**src/rtl/adder_driver_pkg.sv**
```systemverilog
// pa_adder: shared widths, reset value and driver state type for the
// adder_driver operand sequencer and its optional checker.
// Optional checker build is selected with ADDER_DRIVER_CHECK_EN.
package pa_adder;

  localparam int OP_W_DEF  = 4;
  localparam int RES_W_DEF = 7;
  localparam int CNT_W_DEF = 8;

  // Value the captured adder result takes while in reset.
  localparam int unsigned RV_C = 0;

  typedef enum logic [1:0] {
    IDLE,
    DRIVE,
    DRAIN,
    DONE
  } drv_state_t;

endpackage

```
**src/rtl/adder_driver_chk.sv**
```systemverilog
// adder_driver_chk: follows each issued beat through a 2-stage
// expected-sum pipeline, compares the adder result when it lands,
// keeps a saturating mismatch count and the most recent result.
// Instantiated only when ADDER_DRIVER_CHECK_EN is defined.
module adder_driver_chk
  import pa_adder::*;
#(
  parameter int OP_W  = OP_W_DEF,
  parameter int RES_W = RES_W_DEF,
  parameter int CNT_W = CNT_W_DEF
) (
  input  logic             clk,
  input  logic             reset,
  input  logic             clr,
  input  logic             issue,
  input  logic [OP_W-1:0]  a_in,
  input  logic [OP_W-1:0]  b_in,
  input  logic [RES_W-1:0] c,
  output logic [CNT_W-1:0] err_cnt,
  output logic [RES_W-1:0] last_c
);

  logic             v1_q, v1_d, v2_q, v2_d;
  logic [RES_W-1:0] exp1_q, exp1_d, exp2_q, exp2_d;
  logic [CNT_W-1:0] err_q, err_d;
  logic [RES_W-1:0] last_c_q, last_c_d;

  // Advance the expected pipeline and evaluate the compare for the beat two edges old.
  always_comb begin
    v1_d     = issue;
    exp1_d   = RES_W'(a_in) + RES_W'(b_in);
    v2_d     = v1_q;
    exp2_d   = exp1_q;
    err_d    = err_q;
    last_c_d = last_c_q;
    if (v2_q) begin
      last_c_d = c;
    end
    if (clr) begin
      err_d = '0;
    end else if (v2_q && (c != exp2_q) && (err_q != {CNT_W{1'b1}})) begin
      err_d = err_q + CNT_W'(1);
    end
  end

  // Pipeline, counter and capture registers; reset flushes any beats in flight.
  always_ff @(posedge clk or negedge reset) begin
    if (!reset) begin
      v1_q     <= 1'b0;
      v2_q     <= 1'b0;
      exp1_q   <= '0;
      exp2_q   <= '0;
      err_q    <= '0;
      last_c_q <= RES_W'(RV_C);
    end else begin
      v1_q     <= v1_d;
      v2_q     <= v2_d;
      exp1_q   <= exp1_d;
      exp2_q   <= exp2_d;
      err_q    <= err_d;
      last_c_q <= last_c_d;
    end
  end

  assign err_cnt = err_q;
  assign last_c  = last_c_q;

endmodule

```
**src/rtl/adder_driver.sv**
```systemverilog
// adder_driver: runs a programmed number of operand pairs into an adder,
// captures its registered result and reports done / error count.
// Define ADDER_DRIVER_CHECK_EN to build the result compare and err_cnt;
// without it err_cnt reads 0 and only last_c capture remains.
module adder_driver
  import pa_adder::*;
#(
  parameter int OP_W  = OP_W_DEF,
  parameter int RES_W = RES_W_DEF,
  parameter int CNT_W = CNT_W_DEF
) (
  input  logic             clk,
  input  logic             reset,
  input  logic             start,
  input  logic [CNT_W-1:0] num_ops,
  input  logic [OP_W-1:0]  a_seed,
  input  logic [OP_W-1:0]  b_seed,
  input  logic             hold,
  output logic [OP_W-1:0]  a,
  output logic [OP_W-1:0]  b,
  output logic             valid,
  input  logic [RES_W-1:0] c,
  output logic             busy,
  output logic             done,
  output logic [CNT_W-1:0] err_cnt,
  output logic [RES_W-1:0] last_c
);

  drv_state_t       state_q, state_d;
  logic [CNT_W-1:0] rem_q, rem_d;
  logic             drain_q, drain_d;
  logic [OP_W-1:0]  a_q, a_d, b_q, b_d;
  logic             valid_q, valid_d;
  logic             busy_q, busy_d;
  logic             done_q, done_d;
  logic             issue;

  // Next-state logic: the accepting edge issues beat 0 itself, so rem counts beats still to issue.
  always_comb begin
    state_d = state_q;
    rem_d   = rem_q;
    drain_d = drain_q;
    a_d     = a_q;
    b_d     = b_q;
    valid_d = 1'b0;
    busy_d  = busy_q;
    done_d  = 1'b0;
    issue   = 1'b0;
    case (state_q)
      IDLE: begin
        if (start) begin
          busy_d = 1'b1;
          if (num_ops == '0) begin
            state_d = DONE;
            done_d  = 1'b1;
          end else begin
            issue   = 1'b1;
            valid_d = 1'b1;
            a_d     = a_seed;
            b_d     = b_seed;
            rem_d   = num_ops - CNT_W'(1);
            drain_d = 1'b0;
            // A single-beat run has nothing left to drive and goes straight to draining.
            state_d = (num_ops == CNT_W'(1)) ? DRAIN : DRIVE;
          end
        end
      end
      DRIVE: begin
        if (!hold) begin
          issue   = 1'b1;
          valid_d = 1'b1;
          a_d     = a_q + OP_W'(1);
          b_d     = b_q - OP_W'(1);
          rem_d   = rem_q - CNT_W'(1);
          if (rem_q == CNT_W'(1)) begin
            state_d = DRAIN;
            drain_d = 1'b0;
          end
        end
      end
      DRAIN: begin
        if (drain_q) begin
          state_d = DONE;
          done_d  = 1'b1;
        end else begin
          drain_d = 1'b1;
        end
      end
      DONE: begin
        state_d = IDLE;
        busy_d  = 1'b0;
      end
      default: begin
        state_d = IDLE;
        busy_d  = 1'b0;
      end
    endcase
  end

  // Sequencer state and all registered control/operand outputs.
  always_ff @(posedge clk or negedge reset) begin
    if (!reset) begin
      state_q <= IDLE;
      rem_q   <= '0;
      drain_q <= 1'b0;
      a_q     <= '0;
      b_q     <= '0;
      valid_q <= 1'b0;
      busy_q  <= 1'b0;
      done_q  <= 1'b0;
    end else begin
      state_q <= state_d;
      rem_q   <= rem_d;
      drain_q <= drain_d;
      a_q     <= a_d;
      b_q     <= b_d;
      valid_q <= valid_d;
      busy_q  <= busy_d;
      done_q  <= done_d;
    end
  end

  assign a     = a_q;
  assign b     = b_q;
  assign valid = valid_q;
  assign busy  = busy_q;
  assign done  = done_q;

`ifdef ADDER_DRIVER_CHECK_EN
  logic err_clr;

  assign err_clr = (state_q == IDLE) && start && (num_ops != '0);

  adder_driver_chk #(
    .OP_W  (OP_W),
    .RES_W (RES_W),
    .CNT_W (CNT_W)
  ) u_chk (
    .clk     (clk),
    .reset   (reset),
    .clr     (err_clr),
    .issue   (issue),
    .a_in    (a_d),
    .b_in    (b_d),
    .c       (c),
    .err_cnt (err_cnt),
    .last_c  (last_c)
  );
`else
  logic             cv1_q, cv2_q;
  logic [RES_W-1:0] last_c_q, last_c_d;

  // Without the checker, still take c two edges after each issued beat.
  always_comb begin
    last_c_d = cv2_q ? c : last_c_q;
  end

  // Beat-tracking pipeline and result capture register.
  always_ff @(posedge clk or negedge reset) begin
    if (!reset) begin
      cv1_q    <= 1'b0;
      cv2_q    <= 1'b0;
      last_c_q <= RES_W'(RV_C);
    end else begin
      cv1_q    <= issue;
      cv2_q    <= cv1_q;
      last_c_q <= last_c_d;
    end
  end

  assign last_c  = last_c_q;
  assign err_cnt = '0;
`endif

endmodule
```
**config.mk**
```make
export PLATFORM = sky130hd
export DESIGN_NAME = adder_driver
export DESIGN_NICKNAME = d
export VERILOG_FILES = /design/src/rtl/adder_driver_pkg.sv /design/src/rtl/adder_driver_chk.sv /design/src/rtl/adder_driver.sv
export SDC_FILE = /design/constraint.sdc
export NUM_CORES = 1
export LEC_CHECK = 0
export BUFFER_PORTS_ARGS = -buffer_cell sky130_fd_sc_hd__buf_2
export CORE_MARGIN = 10
export CORE_UTILIZATION = 50
export DETAILED_ROUTE_END_ITERATION = 8
export GPL_TIMING_DRIVEN = 0
export MAX_ROUTING_LAYER = met4
export PLACE_DENSITY = 0.77
export SLEW_MARGIN = 30
export SYNTH_ARGS = -nofsm -noshare
export SYNTH_HDL_FRONTEND = slang
export SYNTH_SLANG_ARGS = --single-unit
```
**constraint.sdc**
```tcl
create_clock -name clk -period 2.3 [get_ports clk]
set_clock_uncertainty 0.15 [all_clocks]
set_input_delay 0.115 -clock clk [delete_from_list [all_inputs] [get_ports clk]]
set_output_delay 0.115 -clock clk [all_outputs]
set_load 0.01 [all_outputs]
```
# After elaboration in Yosys (flattened, before gate mapping)
# Index checks and enable logic that the tools add are counted.
# classes
order_cmp	0
mux	34
reduce_logical	9
n_div	0
n_eq_ne	10
n_mul	0
add_sub_neg	4
shifts	0
n_bitwise	0
# ops
cell	n
two-way mux 4 bit	6
two-way mux 8 bit	3
== test 8 x 1 -> 1 bit, second input constant	2
case mux 4 bit (2 select lines)	2
case mux 8 bit (2 select lines)	1
subtractor 8 x 1 -> 8 bit, second input constant	2
two-way mux 2 bit	6
two-way mux 1 bit	11
inequality test 2 bit, second input constant	5
logical NOT 8 bit	1
case mux 2 bit (4 select lines)	1
AND reduction 4 bit	2
case mux 1 bit (2 select lines)	3
AND reduction 5 bit	1
adder 4 x 1 -> 4 bit, second input constant	1
== test 2 bit, second input constant	2
nonzero test 2 bit	2
subtractor 4 x 1 -> 4 bit, second input constant	1
case mux 1 bit (3 select lines)	1
nonzero test 3 bit	1
== test 2 x 1 -> 1 bit, second input constant	1
logical NOT 2 bit	1
AND reduction 2 bit	1
# word_totals
ff_bits	30
romBits	0
inputBits	27
mem_bits_rw	0
latch_bits	0
elab_cells	67
mem_count	0
out_inout_bits	26

# Longest topological paths before layout
# Gate-level depths: netlist (run 1).
# depth
depth_word	5
ltp_mapped	8
depth_no_buf	6

# Worst setup path before layout (run 1)
# Ideal clock, no wire load.
# synth_path
kind	register to register
from	register state_q[1]
to	register rem_q[4]
synth_period_minus_slack_ns	2.031
path_stages_with_launch	8
setup_time_ns	0.111
required_time_ns	2.039
t_arrival_ns	1.770
n_path_buf	2
slack_ns	0.269
cell_sequence	dfrtp_1 inv_1 ha_1 clkbuf_1 o211ai_1 nand2b_1 buf_2 a222oi_1
# synth_between
elab_chain_cells	3
word_cells_on_any_way	8
classes_between	eq/ne (4); mux (1); reduce/logical (3)
# synth_rtl
element	line	source
start, declared	adder_driver.sv:29	drv_state_t state_q, state_d;
start signal, assigned	adder_driver.sv:112	state_q <= state_d;
== test 2 x 1 -> 1 bit or logical NOT 2 bit (tied branches)	adder_driver.sv:49	case (state_q)
inequality test 2 bit (no line) or nonzero test 2 bit (tied branches)	-	
AND reduction 4 bit (no line)	-	
end signal, assigned	adder_driver.sv:113	rem_q <= rem_d;
end, declared	adder_driver.sv:30	logic [CNT_W-1:0] rem_q, rem_d;
# Parallel ways exist; a longest one is shown, timed or not.
# A chain may end at the register's enable or synchronous reset.

# Final worst setup path (run 1)
# layout_path
from	register state_q[1]
to	register rem_q[7]
# Same word-level chain as after synthesis.

==> impl_metrics.csv, run 1 <==
group,metric,value,unit
outcome,outcome,"finished, final reports clean",
cts,cts_buffers,5,
timing,timing.fmax,463,MHz
timing,slew_viol_final,0,
logic_synthesis,ys.flop_type,"dfrtp_1",
pwr,pwr-share-comb,53.9,%
routing,via_per_inst,5.38,
critical_path,r2r_slack,0.14,ns
floorplan,fp.dieH,82.6,um
placed_design,place_ws,-0.186,ns
cts,cts_tree,"built",
timing,fin_crit,2.16,ns
floorplan,initial_utilization,52.7,%
critical_path,end_kind,"flip-flop",
pwr,p_leak,1.20,nW
logic_synthesis,yosys_register_bits,30,
timing,worst_pin_slew,0.679,ns
routing,wl_per_cell,16.3,um
logic_synthesis,synth.most_common_cell,"dfrtp_1",
routing,num_vias,1747,
placed_design,io_buffers,44,
cells_and_area,area_growth,27.9,%
logic_synthesis,yosys-top-cells-area,"dfrtp_1 38%, ha_1 6.4%, mux2_2 4.6%, o31ai_1 4.2%, inv_1 3.8%",
global_routing,grt_pass1_vias,1820,
pwr,power.share.clock,14.0,%
logic_synthesis,netlist_area,0.00196,mm^2
floorplan,io_pins,53,
logic_synthesis,seq_area_frac_synth,38.3,%
cts,root_buffer,"clkbuf_8",
cells_and_area,fin_nets,313,
cells_and_area,n_antenna_cell,0,
job,maxCapViolations,0,
critical_path,critPathRequiredTime,2.33,ns
logic_synthesis,synth_top_area_cell,"dfrtp_1",
routing,drt_first_iter_violations,120,
cts,insertion_delay,0.28,ns
critical_path,arrival,2.19,ns
placed_design,place_congestion,0.873,
critical_path,critical_path_class,"flip-flop to flip-flop",
timing,setup_viol,0,
timing,slew_headroom,54.8,%
cts,cts_buffer_depth,2,
floorplan,fp-row-count,22,
pwr,p_switching,0.00135,W
pwr,ir_drop,0.526,mV
logic_synthesis,synthTopCellsByCount,"30 x dfrtp_1, 20 x inv_1, 12 x nor2_1",
logic_synthesis,async_flop_share,100,%
logic_synthesis,synth.avg_cell_area,9.56,um^2
global_routing,grt_pass1_wl,8.70,mm
cts,path_clk_slew,0.06,ns
critical_path,critPathLaunchType,"flip-flop",
floorplan,die_w,82.6,um
pwr,p_seq_share,32.1,%
logic_synthesis,synth_edf_count,0,
cells_and_area,n_fill_cell,319,
cells_and_area,final_util,67.4,%
routing,drtAntennaViolNets,0,
pwr,p_int,0.00181,W
hold_path,min_path_type,"primary input to flip-flop",
cells_and_area,drive_above_1_share,30.7,%
floorplan,dieArea,0.00682,mm^2
floorplan,core_area,0.00372,mm^2
cts,clock-sinks,30,
global_routing,gr-total-overflow,0,
critical_path,crit_path_max_fanout,8,
logic_synthesis,synth_cells,205,
pwr,p_sw_share,42.8,%
timing,rsz0062_at_grt,"false",
global_routing,grt_max_degree,31,
routing,drc,0,
global_routing,antenna_found_initial,0,
timing,finalWorstSetupSlack,0.139,ns
timing,period_share,94.0,%
timing,finalHoldViolCount,0,
routing,drt_wl_total,5.31,mm
logic_synthesis,synth_top_cell_area_share,38.3,%
global_routing,grt_use_total,17.3,%
logic_synthesis,yosysUniqueCellTypes,49,
cts,h-tree-depth,2,
placed_design,place_hpwl,3.72,mm
logic_synthesis,yosys_warnings,0,
pwr,powerDensity,1260,mW/mm^2
routing,firstDrtPassIters,4,
==> flip-flops by register name, indices dropped and copies added (netlist names) <==
| name | cells |
|---|---|
| rem_q | 8 |
| done | 1 |
| a | 4 |
| cv2_q | 1 |
| cv1_q | 1 |
| b | 4 |
| last_c | 7 |
| state_q | 2 |
| busy | 1 |
| drain_q | 1 |
==> metal layers <==
| layer | up-vias | global-route usage [%] | share of wire, % |
|---|---|---|---|
| met5 | - | - | 0 |
| met4 | 0 | 7.53 | 2.1 |
| met3 | 10 | 3.67 | 6.0 |
| met2 | 53 | 30.2 | 50 |
| met1 | 823 | 18.5 | 41 |
| li1 | 861 | - | - |
==> power groups by stage <==
stage               registers (W)  logic (W)  clock network, W
finish                    0.00102    0.00171          0.000443
detailed placement        0.00101    0.00161                 0
CTS                       0.00101    0.00166          0.000451
global route              0.00105    0.00192          0.000481
floorplan                 0.00105    0.00107                 0
global placement         0.000994    0.00156                 0
==> timing repair <==
| action | 4_1_cts | 5_1_grt |
|---|---|---|
| buffers inserted | 1 | 0 |
| hold endpoints to repair | 42 | 0 |
| pin swaps | 1 | 1 |
| resized for setup | 1 | 8 |
| hold buffers | 13 | 0 |
| gates cloned | 0 | 0 |
| setup endpoints to repair | 13 | 12 |
==> layout make-up <==
cell class	count	area, um^2	share of cell area [%]
Clock inverter	1	5.00	0.200
Inverter	20	75.1	3.00
Multi-Input combinational cell	145	1060	42.4
Buffer	16	109	4.34
Clock buffer	7	86.3	3.44
Sequential cell	30	751	30.0
Tap cell	48	60.1	2.40
Timing Repair Buffer	58	358	14.3
==> worst max-delay path, cell delays in order, from the launching register on <==
cell and delay, ns:
dfrtp_1 0.41, inv_1 0.09, ha_1 0.30, o211ai_1 0.21, buf_4 0.21, or4_1 0.48
and4_1 0.20
==> through the flow <==
stage	std cells	instance area, um^2	TNS [ns]	total power, W	hold WS [ns]
3_5_place_dp	304	2270	-1.82	0.00263	0.0374
5_1_grt	325	2510	0	0.00345	0.00402
4_1_cts	326	2500	0	0.00312	0.0212
6_report	325	2510	0	0.00317	0.0252
3_3_place_gp	304	2270	-2.05	0.00255	0.0374
2_1_floorplan	212	1990	0	0.00211	-0.331
==> cell families (layout without fill, tap and decap cells) <==
kind of cell / Yosys count / in the layout / synth area share [%]
multiplexers: 14 / 14 / 7.85
adder cells (fa/ha/maj): 10 / 10 / 6.39
flip-flops: 30 / 30 / 38.3
buffers and inverters: 37 / 102 / 9.32
AO/OA/AOI/OAI: 49 / 49 / 19.0
other: 1 / 8 / 0.191
AND/OR/NAND/NOR: 60 / 60 / 17.2
XOR/XNOR: 4 / 4 / 1.79
==> path summary, 6_finish.rpt <==
check	end	from	depth (start not counted)
max	rem_q[7]	state_q[1]	6
max in group asynchronous	b[2]	reset	2
max reg2reg	rem_q[7]	state_q[1]	6
min reg2reg	cv2_q	cv1_q	0
min in group asynchronous	last_c[6]	reset	2
min	b[0]	b_seed[0]	3
==> layout by cell type, fill, tap and decap left out, drive strengths merged, types with 3 or more instances in the layout <==
master        n
nor2         12
buf          57
mux2         11
a222oi        4
clkbuf       11
or2           3
o21ai        11
a21oi         3
a221o         3
conb          8
dlygate4sd3  13
o31ai        11
nand3         7
mux2i         3
inv          20
ha           10
nand2        11
xnor2         4
nand2b       10
nor3          5
dfrtp        30
Power figures use the tool's default switching activity.
==> run 2: changes to the inputs <==
CORE_ASPECT_RATIO = 0.75   (was default)
==> impl_metrics.csv, run 2 (synthesis gave the netlist of run 1 again) <==
group,metric,value,unit
routing,drt_wl_total,5.48,mm
cells_and_area,largest_register_ffs,8,
pwr,p_leak,1.24,nW
timing,slew_viol_final,0,
floorplan,fp.dieH,74.2,um
cells_and_area,stdcell_area,0.00257,mm^2
global_routing,grt_pass1_wl,9.17,mm
pwr,powerDensity,1320,mW/mm^2
global_routing,antenna_found_initial,0,
cells_and_area,area_growth,31.4,%
global_routing,gr-total-overflow,0,
floorplan,fp-row-count,19,
floorplan,dieArea,0.00685,mm^2
global_routing,grt_max_degree,31,
critical_path,critPathRequiredTime,2.34,ns
cts,root_buffer,"clkbuf_8",
timing,rsz0062_at_grt,"false",
critical_path,critical_path_class,"flip-flop to flip-flop",
routing,wl_per_cell,16.6,um
critical_path,critPathLaunchType,"flip-flop",
cells_and_area,regArea,751,um^2
timing,period_share,96.0,%
cells_and_area,top_register,"rem_q",
cells_and_area,n_antenna_cell,0,
placed_design,io_buffers,44,
placed_design,place_congestion,0.843,
cells_and_area,n_fill_cell,301,
cells_and_area,multi_input_area,0.00106,mm^2
placed_design,place_inst,308,
routing,drc,0,
timing,worst_pin_slew,0.690,ns
global_routing,grt_pass1_vias,1874,
job,maxCapViolations,0,
routing,firstDrtPassIters,4,
cts,cts_buffers,5,
routing,drtAntennaViolNets,0,
timing,slew_headroom,54.0,%
floorplan,initial_utilization,52.8,%
timing,whs,0.0245,ns
placed_design,dpl-instance-area,0.00227,mm^2
cts,clock-sinks,30,
routing,drt_first_iter_violations,119,
placed_design,place_ws,-0.179,ns
cells_and_area,final_util,69.4,%
timing,finalWorstSetupSlack,0.0922,ns
floorplan,io_pins,53,
routing,via_per_inst,5.50,
cts,cts_tree,"built",
timing,setup_viol,0,
cts,cts_buffer_depth,2,
pwr,ir_drop,0.515,mV
placed_design,place_hpwl,3.69,mm
critical_path,arrival,2.24,ns
timing,fin_crit,2.21,ns
critical_path,end_kind,"flip-flop",
cells_and_area,final_common_cell,"buf_2",
floorplan,die_w,92.3,um
cells_and_area,final_cell_mix,"45 x buf_2, 30 x dfrtp_1, 20 x inv_1, 14 x dlygate4sd3_1, 12 x nor2_1",
cells_and_area,drive_above_1_share,30.9,%
cells_and_area,fin_cells,330,
cts,h-tree-depth,2,
hold_path,min_path_type,"primary input to flip-flop",
global_routing,grt_use_total,17.2,%
timing,timing.fmax,453,MHz
cts,insertion_delay,0.29,ns
timing,finalHoldViolCount,0,
cells_and_area,fin_nets,314,
floorplan,core_area,0.00371,mm^2
critical_path,crit_path_max_fanout,10,
cts,path_clk_slew,0.07,ns
routing,num_vias,1815,
outcome,outcome,"finished, final reports clean",
[run 2: cell count changes in the layout (fill, tap and decap cells not counted)]
cell           change
clkinv_2           -1
clkbuf_2           +1
dlygate4sd3_1      +1
inv_2              -1
clkbuf_1           -2
inv_1              +1
bufinv_16          +2
[run 2: what timing repair did]
item	CTS	global route
setup buffers	1	0
gates resized for setup	2	8
cloned	0	0
pin swaps	1	0
endpoints found under the setup margin	13	9
hold endpoints to repair	43	0
hold buffers	14	0
[run 2: area by class of cell]
cell class,instances,area share [%]
inverters,20,2.92
clock buffers,6,3.21
flip-flops and latches,30,29.2
multi-input cells,145,41.3
well taps,52,2.53
clock inverters,2,2.33
repair buffers,59,14.3
plain buffers,16,4.28
[run 2: report_power, final]
group | internal, W | total (W) | switching [W]
Sequential | 0.000790 | 0.00102 | 0.000226
Clock | 0.000462 | 0.000682 | 0.000220
Combinational | 0.000785 | 0.00171 | 0.000927
[run 2: worst max-delay path, cell delays in order, from the launching register on]
cell and delay [ns]:
dfrtp_1 0.40, inv_1 0.11, ha_2 0.21, buf_4 0.17
o211ai_1 0.16, buf_4 0.20, or4_1 0.49, and4_1 0.21
[run 2: path summary, 6_finish.rpt]
| kind | startpoint | to | slack (ns) | cells after the start |
|---|---|---|---|---|
| max in group asynchronous | reset | last_c[6] | 1.27 | 2 |
| setup / recovery | state_q[0] | rem_q[7] | 0.09 | 7 |
| min in group asynchronous | reset | last_c[3] | 0.28 | 2 |
| setup reg to reg | state_q[0] | rem_q[7] | 0.09 | 7 |
| hold / removal | b_seed[2] | b[2] | 0.02 | 4 |
| hold reg to reg | cv1_q | cv2_q | 0.23 | 0 |
[run 2: per-stage QoR]
stage	total power (W)	setup TNS, ns
3_3_place_gp	0.00256	-1.51
4_1_cts	0.00337	0
3_5_place_dp	0.00262	-1.55
5_1_grt	0.00368	0
2_1_floorplan	0.00211	0
6_report	0.00341	0
[run 2: metal layers]
metal	wire length [um]	track usage, %
met5	0	-
met2	2510	27.1
met1	2520	21.1
met3	399	5.43
met4	51	4.27
==> run 3: changes to the inputs <==
CORE_MARGIN = default   (was 10)
==> impl_metrics.csv, run 3 (synthesis gave the netlist of run 1 again) <==
group,metric,value,unit
outcome,outcome,"finished, final reports clean",
timing,slew_headroom,55.8,%
placed_design,io_buffers,44,
pwr,p_leak,1.23,nW
cts,root_buffer,"clkbuf_8",
floorplan,fp-row-count,19,
placed_design,dpl-instance-area,0.00227,mm^2
critical_path,critical_path_class,"flip-flop to flip-flop",
global_routing,antenna_found_initial,0,
timing,timing.fmax,463,MHz
global_routing,grt_pass1_vias,1565,
critical_path,critPathRequiredTime,2.29,ns
critical_path,r2r_slack,0.14,ns
cells_and_area,n_fill_cell,282,
routing,drc,0,
routing,num_vias,1763,
critical_path,arrival,2.15,ns
hold_path,min_path_type,"primary input to flip-flop",
critical_path,crit_path_max_fanout,10,
routing,drt_wl_total,4.61,mm
cts,clock-sinks,30,
cts,path_clk_slew,0.07,ns
cells_and_area,final_common_cell,"buf_2",
placed_design,place_hpwl,3.11,mm
timing,period_share,93.9,%
cells_and_area,drive_above_1_share,30.2,%
routing,drt_first_iter_violations,126,
timing,worst_pin_slew,0.663,ns
hold_path,min_to,"b[2]",
timing,setup_viol,0,
routing,wl_per_cell,14.0,um
global_routing,grt_max_degree,31,
critical_path,end_kind,"flip-flop",
global_routing,grt_pass1_wl,7.35,mm
hold_path,hold_start,"b_seed[2]",
cts,cts_tree,"built",
job,maxCapViolations,0,
critical_path,worst_path_dominant_cell_family,"buffers and inverters",
timing,tns,0,ns
placed_design,place_congestion,0.840,
routing,drtAntennaViolNets,0,
cells_and_area,largest_register_ffs,8,
critical_path,worst-path-buf-inv,3,
floorplan,initial_utilization,52.8,%
hold_path,hold_depth,4,
cts,cts_buffers,5,
cells_and_area,n_antenna_cell,0,
cts,h-tree-depth,2,
timing,rsz0062_at_grt,"false",
floorplan,fp.dieH,56.2,um
pwr,powerDensity,1300,mW/mm^2
critical_path,cp_common_cell,"buf_2",
cells_and_area,final_cell_mix,"46 x buf_2, 30 x dfrtp_1, 20 x inv_1, 14 x dlygate4sd3_1, 12 x nor2_1",
routing,firstDrtPassIters,4,
critical_path,path_cells,"inv_1 -> ha_1 -> buf_2 -> o211ai_1 -> nand2b_4 -> buf_2 -> a222oi_1",
timing,fin_crit,2.16,ns
pwr,ir_drop,0.603,mV
global_routing,grt_use_total,24.4,%
cells_and_area,stdcell_area,0.00257,mm^2
routing,via_per_inst,5.34,
critical_path,critPathLaunchType,"flip-flop",
floorplan,die_w,74.3,um
cells_and_area,fin_nets,314,
critical_path,r2r_end,"rem_q[4]",
cts,insertion_delay,0.29,ns
critical_path,slowest_stage,"dfrtp_1",
critical_path,timing.rr.start,"state_q[1]",
floorplan,dieArea,0.00418,mm^2
timing,slew_viol_final,0,
floorplan,core_area,0.00371,mm^2
cells_and_area,final_util,69.2,%
cells_and_area,area_growth,31.0,%
critical_path,cp_slowest_stage_delay,0.40,ns
floorplan,io_pins,53,
timing,finalHoldViolCount,0,
critical_path,r2r_cells,7,
cells_and_area,top_register,"rem_q",
cts,cts_buffer_depth,2,
global_routing,gr-total-overflow,0,
critical_path,path_depth,7,
==> run 3: cell counts in the layout (fill, tap and decap cells not counted) <==
Identical to the previous run, type by type.
==> run 3: power breakdown <==
part / switching [W] / internal [W] / total, W
logic: 0.000896 / 0.000771 / 0.00167
registers: 0.000220 / 0.000791 / 0.00101
clock network: 0.000207 / 0.000462 / 0.000669
==> run 3: routing by layer <==
layer | wire [um] | global-route usage, % | part of all wire [%] | vias to the layer above
met5 | 0 | - | 0 | -
met4 | 46 | 7.55 | 1.0 | 0
met3 | 388 | 6.34 | 8.4 | 5
met2 | 2050 | 36.0 | 44 | 73
met1 | 2120 | 32.9 | 46 | 816
li1 | - | - | - | 869
==> run 3: worst max-delay path by stage <==
| stage | start | to | slack [ns] |
|---|---|---|---|
| finish | state_q[1] | rem_q[4] | 0.14 |
| global route | state_q[0] | rem_q[2] | 0.01 |
| CTS | state_q[1] | rem_q[4] | 0.03 |
| detailed placement | state_q[1] | rem_q[4] | -0.16 |
| global placement | state_q[0] | rem_q[4] | -0.18 |
| floorplan | state_q[1] | rem_q[4] | 0.27 |
==> run 3: layout make-up <==
cell class | count | area (um^2) | share of cell area, %
multi-input cells | 145 | 1060 | 41.3
flip-flops and latches | 30 | 751 | 29.2
repair buffers | 59 | 368 | 14.3
plain buffers | 16 | 106 | 4.14
clock buffers | 6 | 82.6 | 3.22
inverters | 20 | 75.1 | 2.92
well taps | 52 | 65.1 | 2.53
clock inverters | 2 | 60.1 | 2.34
==> run 3: through the flow <==
| stage | total power, W | worst slack [ns] | std cells | hold slack [ns] |
|---|---|---|---|---|
| detailed placement | 0.00259 | -0.159 | 308 | 0.0357 |
| global placement | 0.00254 | -0.178 | 308 | 0.0423 |
| floorplan | 0.00211 | 0.269 | 212 | -0.331 |
| CTS | 0.00332 | 0.0335 | 331 | 0.0196 |
| global route | 0.00361 | 0.0145 | 330 | 0.0292 |
| finish | 0.00335 | 0.139 | 330 | 0.0257 |
==> run 3: timing repair <==
item | 4_1_cts | 5_1_grt
pin swaps | 1 | 0
endpoints found under the setup margin | 16 | 9
hold buffers | 14 | 0
hold endpoints to repair | 43 | 0
gates resized for setup | 2 | 3
buffers inserted | 1 | 0
==> run 3: worst reg2reg max path, delay by kind of cell (launching register included) <==
family	cells	cell delay (ns)
adders and majority gates	1	0.22
and+or+nand+nor	1	0.25
AOI/OAI and AO/OA	2	0.48
buffers and inverters	3	0.52
DFF	1	0.40
